[src/rtl/servo_pkg.sv]
// Shared constants and helpers for the turret servo PWM bank.
// Pure declarations: no logic, no latency, no flow control.
package servo_pkg;

    localparam int SERVO_N_CH   = 3;
    localparam int SERVO_CNT_W  = 20;
    localparam int SERVO_PERIOD = 500000;
    localparam int SERVO_MIN_PW = 25000;
    localparam int SERVO_MAX_PW = 50000;

    localparam int CH_PAN  = 0;
    localparam int CH_TILT = 1;
    localparam int CH_FIRE = 2;

    // Unsigned saturate of a requested width into [lo, hi].
    function automatic logic [31:0] clamp_pw(
        input logic [31:0] pw,
        input logic [31:0] lo,
        input logic [31:0] hi
    );
        logic [31:0] r;
        r = pw;
        if (pw < lo) begin
            r = lo;
        end else if (pw > hi) begin
            r = hi;
        end
        return r;
    endfunction

endpackage

[src/rtl/servo_pwm_channel.sv]
// One servo channel: shadow/active width, latched enable, registered compare output.
// Latency: counter value c is reflected on pwm one clock later; writes land at the next frame load.
// Backpressure: none, every write strobe is accepted and the last write in a frame wins.
module servo_pwm_channel #(
    parameter int CNT_W = 20
) (
    input  logic             clk,
    input  logic             rst_n,
    input  logic [CNT_W-1:0] cnt,
    input  logic             frame_load,
    input  logic             wr_vld,
    input  logic [CNT_W-1:0] wr_pw,
    input  logic             ch_en,
    output logic             pwm,
    output logic             pend
);

    logic [CNT_W-1:0] shadow;
    logic [CNT_W-1:0] active;
    logic             act_en;

    always_ff @(posedge clk or negedge rst_n) begin
        if (!rst_n) begin
            shadow <= '0;
            active <= '0;
            act_en <= 1'b0;
            pend   <= 1'b0;
            pwm    <= 1'b0;
        end else begin
            // A load coinciding with a write takes the pre-write shadow value.
            if (frame_load) begin
                active <= shadow;
                act_en <= ch_en;
            end
            if (wr_vld) begin
                shadow <= wr_pw;
            end
            if (wr_vld) begin
                pend <= 1'b1;
            end else if (frame_load) begin
                pend <= 1'b0;
            end
            pwm <= act_en && (cnt < active);
        end
    end

endmodule

[src/rtl/servo_pwm_bank.sv]
// Multi-channel servo PWM: free-running frame counter, clamped double-buffered widths.
// Latency: outputs registered one clock behind the counter; writes visible from the next frame.
// Backpressure: none, writes are single-cycle strobes; out-of-range channels are dropped.
module servo_pwm_bank
    import servo_pkg::*;
#(
    parameter  int N_CH   = SERVO_N_CH,
    parameter  int CNT_W  = SERVO_CNT_W,
    parameter  int PERIOD = SERVO_PERIOD,
    parameter  int MIN_PW = SERVO_MIN_PW,
    parameter  int MAX_PW = SERVO_MAX_PW,
    localparam int CH_W   = (N_CH > 1) ? $clog2(N_CH) : 1
) (
    input  logic             i_Clk,
    input  logic             i_Rst_n,
    input  logic             i_Wr_En,
    input  logic [CH_W-1:0]  i_Wr_Ch,
    input  logic [CNT_W-1:0] i_Wr_Pw,
    input  logic [N_CH-1:0]  i_Ch_En,
    output logic [N_CH-1:0]  o_Pwm,
    output logic             o_Frame_Start,
    output logic [N_CH-1:0]  o_Pend
);

    logic [CNT_W-1:0] cnt;
    logic             run;
    logic             frame_end;
    logic             frame_load;
    logic [CNT_W-1:0] wr_pw_clamped;

    assign frame_end  = (cnt == CNT_W'(PERIOD - 1));
    assign frame_load = run && frame_end;

    // The first edge after reset release only arms the counter, so cnt=0 gets a full cycle.
    always_ff @(posedge i_Clk or negedge i_Rst_n) begin
        if (!i_Rst_n) begin
            run           <= 1'b0;
            cnt           <= '0;
            o_Frame_Start <= 1'b0;
        end else begin
            run           <= 1'b1;
            o_Frame_Start <= run && (cnt == '0);
            if (run) begin
                cnt <= frame_end ? '0 : cnt + CNT_W'(1);
            end
        end
    end

    // One shared clamp; only the addressed channel captures the result.
    assign wr_pw_clamped = CNT_W'(clamp_pw(32'(i_Wr_Pw), 32'(MIN_PW), 32'(MAX_PW)));

    genvar g;
    generate
        for (g = 0; g < N_CH; g++) begin : g_ch
            logic wr_sel;
            assign wr_sel = i_Wr_En && (i_Wr_Ch == CH_W'(g));

            servo_pwm_channel #(
                .CNT_W (CNT_W)
            ) u_ch (
                .clk        (i_Clk),
                .rst_n      (i_Rst_n),
                .cnt        (cnt),
                .frame_load (frame_load),
                .wr_vld     (wr_sel),
                .wr_pw      (wr_pw_clamped),
                .ch_en      (i_Ch_En[g]),
                .pwm        (o_Pwm[g]),
                .pend       (o_Pend[g])
            );
        end
    endgenerate

endmodule

[config.mk]
export PLATFORM = sky130hd
export DESIGN_NAME = servo_pwm_bank
export DESIGN_NICKNAME = d
export VERILOG_FILES = /design/src/rtl/servo_pkg.sv /design/src/rtl/servo_pwm_channel.sv /design/src/rtl/servo_pwm_bank.sv
export SDC_FILE = /design/constraint.sdc
export NUM_CORES = 1
export LEC_CHECK = 0
export ABC_AREA = 0
export CAP_MARGIN = 25
export CORE_UTILIZATION = 32
export DETAILED_ROUTE_END_ITERATION = 16
export PLACE_DENSITY_LB_ADDON = 0.1
export SLEW_MARGIN = 40
export SYNTH_ARGS = -nofsm -noshare
export SYNTH_HDL_FRONTEND = slang
export SYNTH_SLANG_ARGS = --single-unit
[constraint.sdc]
create_clock -name i_Clk -period 2.1 [get_ports i_Clk]
set_clock_uncertainty 0.05 [all_clocks]
set_input_delay 0.525 -clock i_Clk [delete_from_list [all_inputs] [get_ports i_Clk]]
set_output_delay 0.525 -clock i_Clk [all_outputs]
set_load 0.02 [all_outputs]
# == After elaboration in Yosys (flattened, before gate mapping) ==
# Index checks and enable logic that the tools add are counted.
# classes
eq_ne,3
muxes,7
add_sub_neg,1
order_cmp,5
n_reduce_logical,13
# op_table
operator,count
< comparator 20 bit,3
2-to-1 mux 20 bit,3
adder 20 x 1 -> 20 bit (second input constant),1
== test 20 x 19 -> 1 bit (second input constant),1
> comparator 20 x 16 -> 1 bit (second input constant),1
zero test 20 bit,1
< comparator 20 x 15 -> 1 bit (second input constant),1
logical AND 1 bit,8
nonzero test 2 bit,3
2-to-1 mux 1 bit,4
== test 2 x 1 -> 1 bit (second input constant),1
== test 2 bit (second input constant),1
zero test 2 bit,1
# word_totals
ff_bits,151
elab_cells,47
output_inout_bits,7
in_bits,28

# == Longest topological paths before layout ==
# Gate-level depths: netlist of the first run.
# logic_depth
ltp_word,4
depth_mapped,8
mapped_depth_nobuf,7

# == By module ==
# Synthesis of the first run repeated with hierarchy kept, for this count alone.
# unflattened
hier_cells,694
area_unflattened_um2,7407.1
# modules_own_cells
mod,seq_area_each_um2,area_per_inst_um2,n_inst,cells_each
servo_pwm_channel,1076.0,1996.9,3,177
servo_pwm_bank,550.5,1416.4,1,163

# == Least setup slack after synthesis of the first run ==
# No wires, ideal clock.
# synth_timing
path_kind,register to register
from,register cnt[5]
to,register g_ch[2].u_ch.active[10]
synth_period_minus_slack_ps,2198
t_arrival_ps,2023
path_slack_ps,-98
stages_incl_launch_ff,7
required_time_ps,1925
setup_ps,125
n_path_buf,2
path_cell_list,dfrtp_1 or4_4 nor4_4 nand3_2 buf_4 buf_6 mux2_4
# synth_between
elab_chain_len,2
# synth_rtl
item,line,rtl
from (decl),servo_pwm_bank.sv:25,logic [CNT_W-1:0] cnt;
from (signal assigned),servo_pwm_bank.sv:44,cnt <= frame_end ? '0 : cnt + CNT_W'(1);
== test 20 x 19 -> 1 bit,servo_pwm_bank.sv:31,assign frame_end = (cnt == CNT_W'(PERIOD - 1));
logical AND 1 bit,servo_pwm_bank.sv:32,assign frame_load = run && frame_end;
to (signal assigned),servo_pwm_channel.sv:32,active <= shadow;
to (decl),servo_pwm_channel.sv:19,logic [CNT_W-1:0] active;
# No other way between the ends.
# A chain may end at the register's enable or synchronous reset.

# == Worst setup path after layout of the first run ==
# layout_timing
from,register cnt[5]
to,register g_ch[2].u_ch.active[13]
# Same word-level chain as after synthesis.

==> impl_metrics.yaml, run 1 <==
timing:
  setup_viol: 47
  min_period_over_period_pct: 101.8
  slew_violations: 0
  final_hold_viol_count: 0
  post-route-min-period_ns: 2.137
  max_clock_freq_mhz: 468.0
  setup_slack_ns: -0.03690
  rsz0062_at_grt: "yes"
setup_path:
  reg2reg_from: "cnt[5]$_DFFE_PN0P_"
  path_max_fanout: 6
  crit_path_end_kind: "register"
  startpoint: "cnt[5]$_DFFE_PN0P_"
  start_kind: "register"
  slowest_delay_ns: 0.55
  path_class: "register to register"
  slowest_stage: "or4_4"
  worstPathArrival_ns: 2.40
  path_cells: "or4_4, nor4_4, nand3_4, buf_12, clkbuf_16, mux2_4"
  critical_path_buf_inv_count: 2
  crit_required_ns: 2.37
  cp_top_family: "simple AND/OR/NAND/NOR gates"
finish:
  nets: 897
  stdcell_count: 1108
  drive_gt1_share_pct: 23.94
  n_antenna_cell: 0
  fin_area_mm2: 0.009588
  final_util_pct: 42.22
  syn2layout_area_growth_pct: 28.88
route:
  first_iter_violations: 177
  drt_first_pass_iters: 4
  wl_per_cell_um: 16.59
  routed_wl_um: 18380
  drc: 0
  routed_via_density: 4.838
  postRouteAntennaNets: 0
  vias: 5361
logic_synthesis:
  postSynthAreaPerCell_um2: 10.64
  synthDistinctLibCells: 54
  synth_edf_count: 0
  synthTopCellsByCount: "151 x dfrtp_1, 83 x nand2_1, 66 x inv_1"
  synth_ff_type: "dfrtp_1"
  synth_area_leaders: "dfrtp_1 51%, ha_1 9.9%, mux2_2 7.3%"
  synth_top_area_cell: "dfrtp_1"
  synth.top_cell.area_share_pct: 50.79
  synth_seq_area_share_pct: 50.79
  synthArstFlopShare_pct: 100.0
  synth_warnings: 0
  synth.most_common_cell: "dfrtp_1"
  syn_area_mm2: 0.007440
  ys_ff_latch: 151
  syn-instance-count: 699
  synth.net_count: 786
global_route:
  grt_max_degree: 47
  grt_pass1_wl_um: 29840
  grt_pass1_vias: 5581
  antenna_found_initial: 1
  grt_remaining_overflow: 0
  grtUsageTotal_pct: 16.22
clock_network:
  tritoncts: "done"
  clkSinkCount: 151
  clock_latency_ns: 0.43
  cts_max_level: 4
  path_clk_slew_ns: 0.07
  cts_buffers: 17
  clockBufferDepth: 2
  cts-root-buf: "clkbuf_16"
die:
  die_y_um: 154.5
  core_mm2: 0.02271
  die_width_um: 154.5
  initial_core_util_pct: 32.76
  dieArea_mm2: 0.02386
  ios: 35
  rows: 55
placed_design:
  place_inst: 1064
  hpwl_um: 13260
  routabilityCongestion: 0.7915
  post-place-ws_ns: -0.3606
  numPortBuffers: 34
  dpl_cell_area_mm2: 0.008656
power_and_ir_drop:
  p_comb_share_pct: 20.2
  power_switching_mw: 2.291
  power_leakage_nw: 4.562
  pwr-share-seq_pct: 40.9
  p_int_mw: 5.542
  p_clk_share_pct: 38.8
  power_density_mw_per_mm2: 817.0
  peakVddDrop_v: 0.0004806
  swShare_pct: 29.25
outcome:
  failed_checks: "setup timing"
  status: "finished, violations left"
run:
  maxCapViolCount: 0
worst_hold_path:
  hp-class: "register to register"
  min_from: "g_ch[1].u_ch.shadow[11]$_DFFE_PN0P_"
[path summary, 6_finish.rpt]
path                                                        to  slack [ns]  depth (start not counted)
setup / recovery           g_ch[2].u_ch.active[13]$_DFFE_PN0P_       -0.04                          6
hold / removal             g_ch[1].u_ch.shadow[11]$_DFFE_PN0P_        0.43                          2
setup reg to reg           g_ch[2].u_ch.active[13]$_DFFE_PN0P_       -0.04                          6
hold reg to reg            g_ch[1].u_ch.shadow[11]$_DFFE_PN0P_        0.43                          2
max in group asynchronous                  cnt[15]$_DFFE_PN0P_        0.90                          3
min in group asynchronous  g_ch[1].u_ch.shadow[15]$_DFFE_PN0P_        0.51                          2
[through the flow]
stage | hold slack [ns] | setup TNS (ns) | power (mW)
2_1_floorplan | 0.1794 | 0 | 3.906
3_3_place_gp | 0.4025 | -11.87 | 4.645
3_5_place_dp | 0.4080 | -13.15 | 4.697
4_1_cts | 0.4389 | -0.4178 | 7.882
5_1_grt | 0.4547 | -3.270 | 8.251
6_report | 0.4317 | -0.8516 | 7.833
[power groups by stage]
stage	Sequential [mW]	Clock [mW]	Combinational (mW)
floorplan	3.24	0	0.670
global route	3.23	3.27	1.76
global placement	3.26	0	1.38
finish	3.21	3.04	1.59
CTS	3.20	3.13	1.55
detailed placement	3.27	0	1.43
[layout make-up]
type	instances	area, µm²
multi-input combinational	457	3386
clock inverter	15	158.9
tap	285	356.6
clock buffer	17	425.4
inverter	66	247.7
sequential	151	3782
timing repair buffer	117	1231
fill	2202	13120
[state kept, by name, indices dropped and copies added, names as in the netlist]
register and cells:
cnt 20, g_ch.u_ch.act_en 3, g_ch.u_ch.active 60, g_ch.u_ch.pend 3
g_ch.u_ch.pwm 3, g_ch.u_ch.shadow 60, o_Frame_Start 1, run 1
[cell families after synthesis]
logic type / synth area share, %
and+or+nand+nor: 13.30
DFF: 50.79
AOI/OAI and AO/OA: 9.216
buffers and inverters: 5.163
muxes: 10.02
adders and majority gates: 9.923
xor gates and xnor gates: 1.530
other: 0.05041
[per-layer routing]
layer / vias to the layer above / global-route usage, % / share of wire (%)
met4: 0 / 4.950 / 1.4
met2: 66 / 26.14 / 46
met3: 22 / 2.690 / 2.1
li1: 2637 / - / -
met5: - / 0 / 0
met1: 2636 / 22.32 / 51
[worst reg2reg max path, cell delays in order (launching register included)]
cell and delay (ns):
dfrtp_2 0.43, or4_4 0.55, nor4_4 0.23, nand3_4 0.14
buf_12 0.17, clkbuf_16 0.16, mux2_4 0.29
[repair_timing]
action                                  CTS  global route
gates cloned                              2             4
setup buffers                             5             0
hold buffers                              1             0
gates resized for setup                  10            20
hold endpoints to repair                 33             0
pin swaps                                 0             3
endpoints found under the setup margin   66            75
[cells in the final DEF, fill, tap and decap left out, types with 18 or more instances in the layout]
cell type        netlist  layout
ha_1                  59      58
inv_1                 66      66
buf_4                  7      63
mux2_2                48      48
dfrtp_1              151     148
o21ai_0               63      60
a21oi_1               26      24
clkdlybuf4s50_1        0      33
clkbuf_16              0      21
nand3_1               18      18
nor2_1                32      30
nand2_1               83      81
(Power assumes the default switching activity.)
==> run 2: changes to the inputs <==
==> constraint.sdc (replaced) <==
create_clock -name i_Clk -period 1.87 [get_ports i_Clk]
set_clock_uncertainty 0.05 [all_clocks]
set_input_delay 0.4675 -clock i_Clk [delete_from_list [all_inputs] [get_ports i_Clk]]
set_output_delay 0.4675 -clock i_Clk [all_outputs]
set_load 0.02 [all_outputs]
==> run 2 against run 1 <==
The flow still finishes with violations (setup timing). Sequential share of layout area down 2.1 points. Critical path type unchanged. Utilization up 2.4 points. Critical path depth increased by 1. Clock power is 9.5% higher. Wire length shrank 3.9%. Register-to-register slack lost 0.17 ns. Count of clock-buffer cells in the layout rose by 2. Setup slack lost 0.17 ns.
==> impl_metrics.yaml, run 2 (synthesis gave the netlist of run 1 again) <==
outcome:
  status: "finished, violations left"
  failed_checks: "setup timing"
clock_network:
  path_clk_slew_ns: 0.07
  clockBufferDepth: 2
  clkSinkCount: 151
  cts-root-buf: "clkbuf_16"
  cts_buffers: 17
  cts_max_level: 4
  clock_latency_ns: 0.42
  tritoncts: "done"
die:
  core_mm2: 0.02271
  initial_core_util_pct: 32.76
  rows: 55
  die_y_um: 154.5
  die_width_um: 154.5
  dieArea_mm2: 0.02386
  ios: 35
setup_path:
  slowest_delay_ns: 0.42
  critical_path_buf_inv_count: 3
  path_max_fanout: 16
  start_kind: "register"
  reg2reg_from: "cnt[5]$_DFFE_PN0P_"
  slowest_stage: "dfrtp_2"
  crit_path_end_kind: "register"
  worstPathArrival_ns: 2.34
  rrSetupSlack_ns: -0.21
  startpoint: "cnt[5]$_DFFE_PN0P_"
  path_cells: "buf_6, or4_4, nor4_4, nand3_4, buf_4, buf_12, mux2_4"
  r2r_cells: 7
  r2r-end: "g_ch[2].u_ch.active[17]$_DFFE_PN0P_"
  path_class: "register to register"
  cp_top_family: "simple AND/OR/NAND/NOR gates"
  crit_end: "g_ch[2].u_ch.active[17]$_DFFE_PN0P_"
  crit_required_ns: 2.13
  crit_cells: 7
global_route:
  grt_remaining_overflow: 0
  top_usage_layer: "met2"
  grt_pass1_wl_um: 29610
  met3_usage_pct: 2.970
  grt_max_degree: 52
  antenna_found_initial: 0
  grt_pass1_vias: 5740
  grt_util_met1_pct: 22.09
  use_met2_pct: 25.53
  grtUsageTotal_pct: 15.94
placed_design:
  hpwl_um: 13070
  numPortBuffers: 34
  routabilityCongestion: 0.7979
  dpl_cell_area_mm2: 0.008949
route:
  routed_via_density: 4.763
  vias: 5439
  routed_wl_um: 17660
  wl_per_cell_um: 15.46
  first_iter_violations: 183
  drc: 0
  postRouteAntennaNets: 0
  drt_first_pass_iters: 4
timing:
  max_clock_freq_mhz: 480.6
  fin_tns_setup_ns: -11.15
  slew_violations: 0
  rsz0062_at_grt: "yes"
  post-route-min-period_ns: 2.081
  setup_slack_ns: -0.2105
  setup_viol: 75
  min_period_over_period_pct: 111.3
  final_hold_viol_count: 0
finish:
  reg_top3: "g_ch.u_ch.active: 60 flops, g_ch.u_ch.shadow: 60 flops, cnt: 20 flops"
  final_util_pct: 44.66
  syn2layout_area_growth_pct: 36.33
  nets: 931
  fillers: 2155
  final_common_cell: "dfrtp_1"
  final_cell_mix: "142 x dfrtp_1, 96 x buf_4, 81 x nand2_1"
  drive_gt1_share_pct: 33.61
  fin_area_mm2: 0.01014
  n_antenna_cell: 0
run:
  maxCapViolCount: 0
worst_hold_path:
  hp-class: "register to register"
power_and_ir_drop:
  power_leakage_nw: 4.793
  power_density_mw_per_mm2: 876.4
  peakVddDrop_v: 0.0004708
run 2: cell count changes in the layout (fill, tap and decap cells not counted), sizes merged:
cell           before  now
buf                79  117
bufinv              1    0
clkbuf             21   19
clkdlybuf4s50      33   19
clkinv              5    1
dlygate4sd2         0    9
dlymetal6s2s        0    5
inv                74   77
run 2: worst min path at each step:
stage                                       start                       endpoint  slack [ns]  cells after the start
finish              g_ch[1].u_ch.pend$_DFFE_PN0P_  g_ch[1].u_ch.pend$_DFFE_PN0P_        0.42                      2
global route        g_ch[0].u_ch.pend$_DFFE_PN0P_  g_ch[0].u_ch.pend$_DFFE_PN0P_        0.45                      2
CTS                 g_ch[1].u_ch.pend$_DFFE_PN0P_  g_ch[1].u_ch.pend$_DFFE_PN0P_        0.43                      2
detailed placement                        i_Rst_n  g_ch[1].u_ch.pend$_DFFE_PN0P_        0.37                      1
global placement                          i_Rst_n  g_ch[1].u_ch.pend$_DFFE_PN0P_        0.37                      1
floorplan                                 i_Rst_n             cnt[0]$_DFFE_PN0P_        0.12                      0
run 2: cell type report:
type / count / area (µm²) / share of cell area, %
sequential: 151 / 3790 / 37.37
multi-input combinational: 457 / 3785 / 37.32
timing repair buffer: 151 / 1395 / 13.76
clock buffer: 19 / 442.9 / 4.367
tap: 285 / 356.6 / 3.516
inverter: 66 / 247.7 / 2.443
clock inverter: 13 / 125.1 / 1.234
run 2: through the flow:
step                instances  total power [mW]  worst slack [ns]  hold WS, ns
finish                   1142             8.888           -0.2105       0.4222
global route             1142             9.372           -0.2836       0.4481
CTS                      1134             8.882           -0.2280       0.4292
detailed placement       1091             5.267           -0.6637       0.3722
global placement         1091             5.229           -0.6259       0.3652
floorplan                 699             4.393           -0.1889       0.1219
run 2: repair_timing:
| item | CTS | global route |
|---|---|---|
| cloned | 1 | 0 |
| hold buffers | 1 | 0 |
| buffers inserted | 11 | 8 |
| pin swaps | 25 | 20 |
| hold endpoints to repair | 39 | 0 |
| setup endpoints to repair | 102 | 117 |
| gates resized for setup | 75 | 43 |
run 2: worst reg2reg max path: cells and delay by family (launching register included):
kind	cells	cell delay [ns]
AND/OR/NAND/NOR	3	0.76
buffers and inverters	3	0.43
flip-flops	1	0.42
multiplexers	1	0.30
run 2: layer usage:
metal	part of all wire [%]	vias to the layer above
met3	2.5	11
met2	47	73
met5	0	-
met4	0.82	0
met1	50	2648
li1	-	2707
run 2: power breakdown:
group | total [mW] | internal (mW) | switching [mW]
logic | 1.96 | 0.981 | 0.983
registers | 3.59 | 3.44 | 0.160
clock network | 3.33 | 1.81 | 1.52
total | 8.89 | 6.22 | 2.67
